===== src/rtl/f1_light_seq_if.sv =====
// Handshake bundle for the F1 start-light sequencer.
// The master drives the controls; the slave returns the bar and status.
interface f1_light_seq_if #(
    parameter int NUM_LIGHTS = 8,
    parameter int DIV_WIDTH  = 16
);
    logic                  en;
    logic                  trigger;
    logic [DIV_WIDTH-1:0]  N;
    logic [NUM_LIGHTS-1:0] data_out;
    logic                  busy;
    logic                  lights_out;

    modport master (
        output en, trigger, N,
        input  data_out, busy, lights_out
    );

    modport slave (
        input  en, trigger, N,
        output data_out, busy, lights_out
    );
endinterface


===== src/rtl/f1_light_seq.sv =====
// F1 start-light sequencer: prescaler, light FSM and hold timer.
// Define RANDOM_DELAY_EN to take the hold length from a 7-bit LFSR.
module f1_light_seq #(
    parameter int NUM_LIGHTS = 8,
    parameter int DIV_WIDTH  = 16,
    parameter int HOLD_TICKS = 4
) (
    input logic clk,
    input logic rst,
    f1_light_seq_if.slave bus
);
    typedef enum logic [1:0] {
        IDLE = 2'd0,
        FILL = 2'd1,
        HOLD = 2'd2
    } state_t;

    state_t                state;
    state_t                state_nxt;
    logic [DIV_WIDTH-1:0]  cnt;
    logic [6:0]            hold_cnt;
    logic [6:0]            hold_load;
    logic [NUM_LIGHTS-1:0] lights;
    logic                  pulse;
    logic                  busy;
    logic                  accept;
    logic                  tick;
    logic                  fill_tick;
    logic                  full_tick;
    logic                  hold_tick;
    logic                  done_tick;

    // State register; en=0 freezes the sequence
    always_ff @(posedge clk) begin
        if (rst)
            state <= IDLE;
        else if (bus.en)
            state <= state_nxt;
    end

    // Next-state selection
    always_comb begin
        state_nxt = state;
        unique case (state)
            IDLE: if (accept) state_nxt = FILL;
            FILL: if (full_tick) state_nxt = HOLD;
            HOLD: if (done_tick) state_nxt = IDLE;
            default: state_nxt = IDLE;
        endcase
    end

    // Per-state strobes and busy decode
    always_comb begin
        busy      = 1'b0;
        accept    = 1'b0;
        tick      = 1'b0;
        fill_tick = 1'b0;
        full_tick = 1'b0;
        hold_tick = 1'b0;
        done_tick = 1'b0;
        unique case (1'b1)
            (state == IDLE): begin
                accept = bus.en && bus.trigger;
            end
            (state == FILL): begin
                busy      = 1'b1;
                tick      = bus.en && (cnt == '0);
                fill_tick = tick;
                full_tick = tick && lights[NUM_LIGHTS-2];
            end
            (state == HOLD): begin
                busy      = 1'b1;
                tick      = bus.en && (cnt == '0);
                hold_tick = tick;
                done_tick = tick && (hold_cnt == 7'd1);
            end
            default: ;
        endcase
    end

    // Prescaler: N is only sampled on load, so edits land next period
    always_ff @(posedge clk) begin
        if (rst)
            cnt <= '0;
        else if (accept || tick)
            cnt <= bus.N;
        else if (bus.en && busy)
            cnt <= cnt - 1'b1;
    end

    // Light bar fills LSB-first and clears at the end of the hold
    always_ff @(posedge clk) begin
        if (rst)
            lights <= '0;
        else if (done_tick)
            lights <= '0;
        else if (fill_tick)
            lights <= {lights[NUM_LIGHTS-2:0], 1'b1};
    end

    // Hold counter is armed on the tick that fills the bar
    always_ff @(posedge clk) begin
        if (rst)
            hold_cnt <= '0;
        else if (full_tick)
            hold_cnt <= hold_load;
        else if (hold_tick)
            hold_cnt <= hold_cnt - 7'd1;
    end

    // One-cycle lights-out strobe, registered with the clear
    always_ff @(posedge clk) begin
        if (rst)
            pulse <= 1'b0;
        else
            pulse <= done_tick;
    end

`ifdef RANDOM_DELAY_EN
    logic [6:0] lfsr;

    // x^7+x^6+1 LFSR, free-running on enabled cycles, never zero
    always_ff @(posedge clk) begin
        if (rst)
            lfsr <= 7'h01;
        else if (bus.en)
            lfsr <= {lfsr[5:0], lfsr[6] ^ lfsr[5]};
    end

    assign hold_load = lfsr;
`else
    assign hold_load = 7'(HOLD_TICKS);
`endif

    assign bus.data_out   = lights;
    assign bus.busy       = busy;
    assign bus.lights_out = pulse & bus.en;
endmodule


===== src/flat_wrapper.sv =====
// flat-port wrapper written by rule: the top's interface ports become plain ports
module f1_light_seq_flat 
#(
    parameter int NUM_LIGHTS = 8,
    parameter int DIV_WIDTH  = 16,
    parameter int HOLD_TICKS = 4
)
  (clk, rst, bus_en, bus_trigger, bus_N, bus_data_out, bus_busy, bus_lights_out);
  f1_light_seq_if #(.NUM_LIGHTS(NUM_LIGHTS), .DIV_WIDTH(DIV_WIDTH)) bus_i ();
  input logic clk;
  input logic rst;
  input wire logic [$bits(bus_i.en)-1:0] bus_en;
  input wire logic [$bits(bus_i.trigger)-1:0] bus_trigger;
  input wire logic [$bits(bus_i.N)-1:0] bus_N;
  output wire logic [$bits(bus_i.data_out)-1:0] bus_data_out;
  output wire logic [$bits(bus_i.busy)-1:0] bus_busy;
  output wire logic [$bits(bus_i.lights_out)-1:0] bus_lights_out;
  assign bus_i.en = bus_en;
  assign bus_i.trigger = bus_trigger;
  assign bus_i.N = bus_N;
  assign bus_data_out = bus_i.data_out;
  assign bus_busy = bus_i.busy;
  assign bus_lights_out = bus_i.lights_out;
  f1_light_seq #(.NUM_LIGHTS(NUM_LIGHTS), .DIV_WIDTH(DIV_WIDTH), .HOLD_TICKS(HOLD_TICKS)) u_core (.clk(clk), .rst(rst), .bus(bus_i));
endmodule

===== config.mk =====
export PLATFORM = sky130hd
export DESIGN_NAME = f1_light_seq_flat
export DESIGN_NICKNAME = d
export VERILOG_FILES = /design/src/rtl/f1_light_seq_if.sv /design/src/rtl/f1_light_seq.sv /design/src/flat_wrapper.sv
export SDC_FILE = /design/constraint.sdc
export NUM_CORES = 1
export LEC_CHECK = 0
export ABC_AREA = 1
export CAP_MARGIN = 25
export CORE_MARGIN = 3
export CORE_UTILIZATION = 45
export DETAILED_ROUTE_END_ITERATION = 8
export PLACE_DENSITY = 0.71
export SLEW_MARGIN = 20
export SYNTH_ARGS = -nofsm -noshare
export SYNTH_HDL_FRONTEND = slang
export SYNTH_SLANG_ARGS = --single-unit

===== constraint.sdc =====
create_clock -name clk -period 1.8 [get_ports clk]
set_input_delay 0.36 -clock clk [delete_from_list [all_inputs] [get_ports clk]]
set_output_delay 0.36 -clock clk [all_outputs]
set_load 0.02 [all_outputs]

==> reports/results.tsv, run 1 <==
stage	metric	value	unit
outcome	outcome	completed	
grt	grt_pass1_wl	8780	um
final_layout	multiInputGateArea	1260	um^2
clocking	cts_max_level	2	
setup_path	path_class	flip-flop to primary output	
die	start_util	48.3	%
clocking	cts_made_buffers	5	
clocking	cts_tree	done	
placed_design	dp.final_hpwl	3990	um
setup_path	regToRegSetupSlack	0.16	ns
logic_synthesis	netlist.area_leader.share	31.3	%
die	die_w	75.5	um
drt	dr.pass1.iters	4	
logic_synthesis	synth_most_common_cell	nand2_1	
setup_path	cp_max_fo	4	
clocking	clkTransAtPathRegs	0.07	ns
die	rows	24	
clocking	cts_sinks	34	
logic_synthesis	syn_nets	364	
drt	drt_iter0_drc	95	
drt	drc	0	
hold_path	holdCritStartpoint	u_core.bus.data_out[7]	
final_layout	fin_area	2790	um^2
placed_design	dp_cells	437	
placed_design	postPlaceCellArea	2690	um^2
job	maxCapViolCount	0	
logic_synthesis	syn_area	2170	um^2
logic_synthesis	yosys-top-cells-area	dfxtp_1 31%, nand2_1 17%, inv_1 8.8%	
setup_path	start_kind	flip-flop	
timing	worstMarginPinSlew	0.376	ns
timing	setup_ws	0.0647	ns
pwr	p_leak	1.37	nW
timing	slew_headroom	74.9	%
setup_path	crit_path_end_kind	primary output	
hold_path	holdPathStages	2	
final_layout	drive_gt1_share	13.0	%
clocking	insertion_delay	0.29	ns
timing	fin_crit	1.74	ns
grt	grt_overflow_total	0	
hold_path	whs_endpoint	u_core.bus.data_out[7]	
setup_path	r2r_cells	7	
placed_design	port-buffer-count	29	
timing	finalSetupViolations	0	
clocking	cts_root_buffer	clkbuf_8	
drt	drt-total-wl	5080	um
logic_synthesis	seq_area_frac_synth	31.3	%
timing	timing.fmax	0.576	GHz
drt	routed_via_density	4.89	
die	coreArea	4500	um^2
logic_synthesis	yosys.area.top_type	dfxtp_1	
pwr	power_density	1220	nW/um^2
pwr	p_total	3.40	mW
clocking	clk_path_buf_depth	2	
logic_synthesis	syn_inst	336	
final_layout	fillers	439	
timing	maxSlewViolCount	0	
timing	post-route-period-util	96.4	%
final_layout	syn_to_final_growth	28.1	%
logic_synthesis	ys_seq_elements	34	
setup_path	cp.arrival	1.38	ns
timing	hold_violations	0	
logic_synthesis	synth-edff-count	0	
die	io_pins	30	
timing	fin_skew	0.00371	ns
timing	tns	0	ns
final_layout	stdcell_count	445	
logic_synthesis	synth_area_per_cell	6.47	um^2
hold_path	worstHoldPathType	flip-flop to flip-flop	
final_layout	diodes	0	
final_layout	final_util	61.8	%
logic_synthesis	synth_ff_type	dfxtp_1	
placed_design	dpl_worst_slack	-0.126	ns
drt	wl_per_cell	11.4	um
die	fp.dieH	75.5	um
setup_path	worstReg2RegEnd	u_core.cnt[13]	
setup_path	required	1.44	ns
logic_synthesis	synth_cell_types	26	
timing	hold_slack	0.465	ns
drt	drtAntennaViolNets	0	
die	die_area	5700	um^2
pwr	ir_drop	637	uV
clocking	postCtsSetupBuffers	0	
final_layout	regArea	681	um^2
grt	track_usage	20.0	%
timing	rsz0062_at_grt	no	
logic_synthesis	async_flop_share	0	%
setup_path	r2r_start	u_core.cnt[10]	
logic_synthesis	ys_warn_count	0	
logic_synthesis	post_synth_most_frequent_cells	97 x nand2_1, 51 x inv_1, 34 x dfxtp_1	
drt	vias	2174	
final_layout	fin_nets	420	
grt	grt_pass1_vias	1967	
grt	antenna_found_initial	0	
placed_design	place_congestion	0.867	
grt	grt_max_degree	14	
## where the power goes
group / switching, mW / leakage, nW / internal [mW]
Clock: 0.294 / 0.0472 / 0.308
Sequential: 0.122 / 0.277 / 0.877
Combinational: 1.08 / 1.04 / 0.717
## area by class of cell
class,count,share of cell area (%)
Multi-Input combinational cell,244,45.3
Clock inverter,2,0.449
Inverter,52,7.10
Clock buffer,6,2.96
Timing Repair Buffer,55,17.4
Tap cell,52,2.34
Sequential cell,34,24.4
## what timing repair did
item	CTS	global route
pin swaps	0	1
gates resized for setup	2	4
setup endpoints to repair	2	11
cloned	0	0
hold buffers	0	0
## critical path, cell delays in order, from the launching register on
cell	delay (ns)
dfxtp_1	0.34
inv_1	0.09
ha_1	0.33
clkdlybuf4s15_1	0.33
## logic make-up after synthesis
family	Yosys count	share of synthesized area (%)
simple gates	191	40.6
xor+xnor	13	5.24
fa+ha+maj	8	4.60
compound gates	32	7.54
flops	34	31.3
buf+inv	58	10.8
## sequential cells by signal (all words and copies together) (netlist names)
name and cells:
u_core.pulse 1, u_core.cnt 16, u_core.bus.data_out 8, u_core.state 2, u_core.hold_cnt 7
## worst max path at each step
stage / startpoint / to / slack, ns / cells past startpoint
2_1_floorplan: u_core.state[0] / u_core.cnt[11] / 0.11 / 8
3_3_place_gp: bus_en / bus_lights_out / -0.11 / 4
3_5_place_dp: bus_en / u_core.bus.data_out[3] / -0.13 / 8
4_1_cts: u_core.state[0] / bus_busy / 0.02 / 3
5_1_grt: u_core.state[1] / bus_busy / 0.005 / 3
6_report: u_core.state[0] / bus_busy / 0.06 / 3
## cells in the final DEF, fill, tap and decap left out, drive strengths merged
cell type and instances:
a21oi 23, buf 26, clkbuf 6, clkdlybuf4s15 1, clkdlybuf4s50 27, clkinv 1, clkinvlp 1, dfxtp 34
dlygate4sd2 1, ha 8, inv 52, nand2 100, nand3 31, nand3b 1, nand4 16, nor2 40
nor3 2, o21ai 9, or2 1, xnor2 3, xor2 10
## routing by layer
| layer | share of wire (%) | global-route usage, % | routed length, um | vias to the layer above |
|---|---|---|---|---|
| met4 | 0.87 | 6.21 | 44 | 0 |
| met5 | 0 | 0 | 0 | - |
| met1 | 49 | 27.5 | 2500 | 947 |
| met2 | 45 | 31.0 | 2290 | 50 |
| met3 | 4.7 | 4.75 | 241 | 6 |
| li1 | - | - | - | 1171 |
(Power assumes the default switching activity.)
==> run 2: changes to the inputs <==
- CAP_MARGIN: 25 -> not set
==> results of run 2 <==
Final layout, timing and power as in run 1 (identical DEF).
==> run 3: changes to the inputs <==
- ABC_AREA: 1 -> 0
- PLACE_DENSITY: 0.71 -> 0.72
==> run 3 against run 2 <==
Compared with the run above:
- the flow now finishes with violations (setup timing)
- setup slack worse by 0.32 ns
- global-route usage grew 1.0 points
- synthesized cell count fell by 38%
- clock power up 42%
- largest cell class unchanged
- first-iteration DRC count up 44%
- clock skew rose by 0.0019 ns
- synthesized area is 16% lower
- critical path type is now flip-flop to flip-flop
- core utilization increased by 13 points
- fmax down 16%
- register-to-register slack worse by 0.42 ns
- critical endpoint is now u_core.state[0]
==> reports/results.tsv, run 3 <==
stage	metric	value	unit	change
timing	hold_violations	0		unchanged
grt	use_met1	25.8	%	-1.7 points
die	die_w	69.7	um	-7.7%
pwr	ir_drop	555	uV	-13%
die	start_util	48.4	%	+0.13 points
pwr	switchingPower	972	uW	-35%
clocking	cts_made_buffers	5		unchanged
logic_synthesis	yosys-top-cells-area	dfxtp_1 37%, xor2_1 6.2%, nand2_1 5.8%		
pwr	pwr-share-clk	28.9	%	+11 points
placed_design	dp_cells	314		-28%
logic_synthesis	syn_nets	237		-35%
logic_synthesis	ys_warn_count	0		unchanged
pwr	switching_share	32.9	%	-11 points
die	die_area	4860	um^2	-15%
outcome	outcome	finished with violations		
logic_synthesis	netlist.area_leader.share	37.3	%	+6.0 points
drt	routed_via_density	5.36		+9.7%
grt	grt_overflow_total	0		unchanged
logic_synthesis	syn_inst	209		-38%
hold_path	worstHoldPathType	flip-flop to flip-flop		
setup_path	crit_path_end_kind	flip-flop		
timing	post-route-period-util	114	%	+18 points
clocking	clkTransAtPathRegs	0.07	ns	about the same
final_layout	fin_nets	309		-26%
setup_path	path_class	flip-flop to flip-flop		
logic_synthesis	yosys.area.top_type	dfxtp_1		
die	fp.dieH	69.7	um	-7.7%
timing	fin_crit	2.06	ns	+0.324 ns
drt	drt-total-wl	5150	um	+1.5%
placed_design	dpl_worst_slack	-0.712	ns	-0.586 ns
final_layout	largest_reg_flops	16		unchanged
logic_synthesis	seq_area_frac_synth	37.3	%	+6.0 points
placed_design	dp.final_hpwl	3130	um	-21%
die	coreArea	3770	um^2	-16%
pwr	sequentialPowerShare	30.6	%	+1.2 points
grt	busiest_layer	met2		
grt	antenna_found_initial	0		unchanged
timing	timing.fmax	0.486	GHz	-16%
logic_synthesis	async_flop_share	0	%	unchanged
final_layout	final_common_cell	buf_4		
drt	drtAntennaViolNets	0		unchanged
logic_synthesis	synth_area_per_cell	8.73	um^2	+35%
placed_design	place_congestion	0.862		-0.50%
setup_path	cp_max_fo	4		unchanged
final_layout	diodes	0		unchanged
pwr	p_total	2.95	mW	-13%
pwr	intPower	1.98	mW	+4.1%
pwr	power_density	1050	nW/um^2	-14%
clocking	insertion_delay	0.29	ns	about the same
timing	rsz0062_at_grt	yes		
timing	setup_ws	-0.259	ns	-0.324 ns
setup_path	cp.arrival	2.28	ns	+0.90 ns
drt	wl_per_cell	15.6	um	+37%
drt	dr.pass1.iters	4		unchanged
timing	slew_headroom	59.9	%	-15 points
logic_synthesis	synth_most_common_cell	dfxtp_1		
final_layout	drive_gt1_share	37.9	%	+25 points
grt	grt_pass1_vias	1776		-9.7%
setup_path	start_kind	flip-flop		
final_layout	final_cell_mix	38 x buf_4, 32 x dfxtp_1, 25 x clkdlybuf4s50_1		
timing	tns	-6.46	ns	-6.46 ns
logic_synthesis	synth-edff-count	0		unchanged
clocking	clk_path_buf_depth	2		unchanged
setup_path	required	2.02	ns	+0.58 ns
logic_synthesis	post_synth_most_frequent_cells	34 x dfxtp_1, 28 x nand2_1, 28 x nor2_1		
timing	fin_skew	0.00557	ns	+0.00186 ns
grt	track_usage	21.0	%	+1.0 points
job	maxCapViolCount	0		unchanged
clocking	cts_root_buffer	clkbuf_8		
placed_design	port-buffer-count	29		unchanged
grt	grt_pass1_wl	8250	um	-6.1%
drt	vias	1768		-19%
grt	grt_max_degree	13		-1
logic_synthesis	synth_cell_types	39		+50%
clocking	cts_sinks	34		unchanged
pwr	p_leak	1.11	nW	-19%
outcome	violations	setup timing		
timing	maxSlewViolCount	0		unchanged
logic_synthesis	syn_area	1830	um^2	-16%
pwr	pwr-share-comb	40.5	%	-12 points
final_layout	largest_register	u_core.cnt		
clocking	cts_max_level	2		unchanged
clocking	cts_tree	done		
drt	drt_iter0_drc	137		+44%
final_layout	stdcell_count	330		-26%
die	rows	22		-8.3%
die	io_pins	30		unchanged
logic_synthesis	ys_seq_elements	34		unchanged
drt	drc	0		unchanged
timing	finalSetupViolations	34		+34
timing	worstMarginPinSlew	0.600	ns	+0.225 ns
final_layout	syn_to_final_growth	54.0	%	
grt	met3_usage	4.78	%	+0.033 points
grt	use_met2	36.7	%	+5.7 points
logic_synthesis	synth_ff_type	dfxtp_1		
[run 3: path summary, 6_finish.rpt]
kind	startpoint	endpoint	slack [ns]	depth (start not counted)
setup / recovery	u_core.cnt[0]	u_core.state[0]	-0.26	8
hold / removal	u_core.bus.data_out[1]	u_core.bus.data_out[1]	0.47	2
setup reg to reg	u_core.cnt[0]	u_core.state[0]	-0.26	8
hold reg to reg	u_core.bus.data_out[1]	u_core.bus.data_out[1]	0.47	2
[run 3: metal layers]
layer	routed length [um]	up-vias
met1	2190	842
met4	118	0
met5	0	-
met2	2660	41
met3	182	11
li1	-	874
[run 3: layout make-up]
cell class              instances  area, um^2
clock inverters                 3        68.8
multi-input cells             158        1250
inverters                       9        33.8
fillers                       256         960
clock buffers                   5        68.8
repair buffers                 73         651
flip-flops and latches         34         683
well taps                      48        60.1
[run 3: critical path: stages, from the launching register on]
cell	delay (ns)
dfxtp_2	0.33
inv_2	0.08
ha_4	0.12
or4bb_4	0.47
nor4_4	0.30
buf_4	0.19
a21o_1	0.13
and3b_2	0.21
mux2i_1	0.17
[run 3: logic make-up after synthesis]
logic type / count (synthesis) / synth area share [%]
adders and majority gates: 8 / 5.48
DFF: 34 / 37.3
and+or+nand+nor: 91 / 26.5
xor gates and xnor gates: 18 / 8.64
AOI/OAI and AO/OA: 39 / 15.8
buffers and inverters: 17 / 5.21
muxes: 2 / 1.10
[run 3: power groups by stage]
| stage | sequential, mW | clock [mW] | combinational [mW] |
|---|---|---|---|
| floorplan | 0.928 | 0 | 0.608 |
| global placement | 0.907 | 0 | 0.981 |
| detailed placement | 0.910 | 0 | 1.00 |
| CTS | 0.900 | 0.864 | 1.12 |
| global route | 0.910 | 0.901 | 1.29 |
| finish | 0.903 | 0.854 | 1.19 |
[run 3: timing repair]
action                     CTS  global route
gates cloned                 1             0
setup endpoints to repair   36            37
pin swaps                   10             8
gates resized for setup     50            14
hold buffers                 0             0
setup buffers                6             1
[run 3: metrics by stage]
stage	instance area [um^2]	utilization (%)	hold slack, ns
after global placement	2400	63.6	0.446
after detailed placement	2400	63.6	0.465
after CTS	2750	73.0	0.475
after global routing	2810	74.6	0.492
final	2810	74.6	0.471
after floorplan	1840	-	0.428
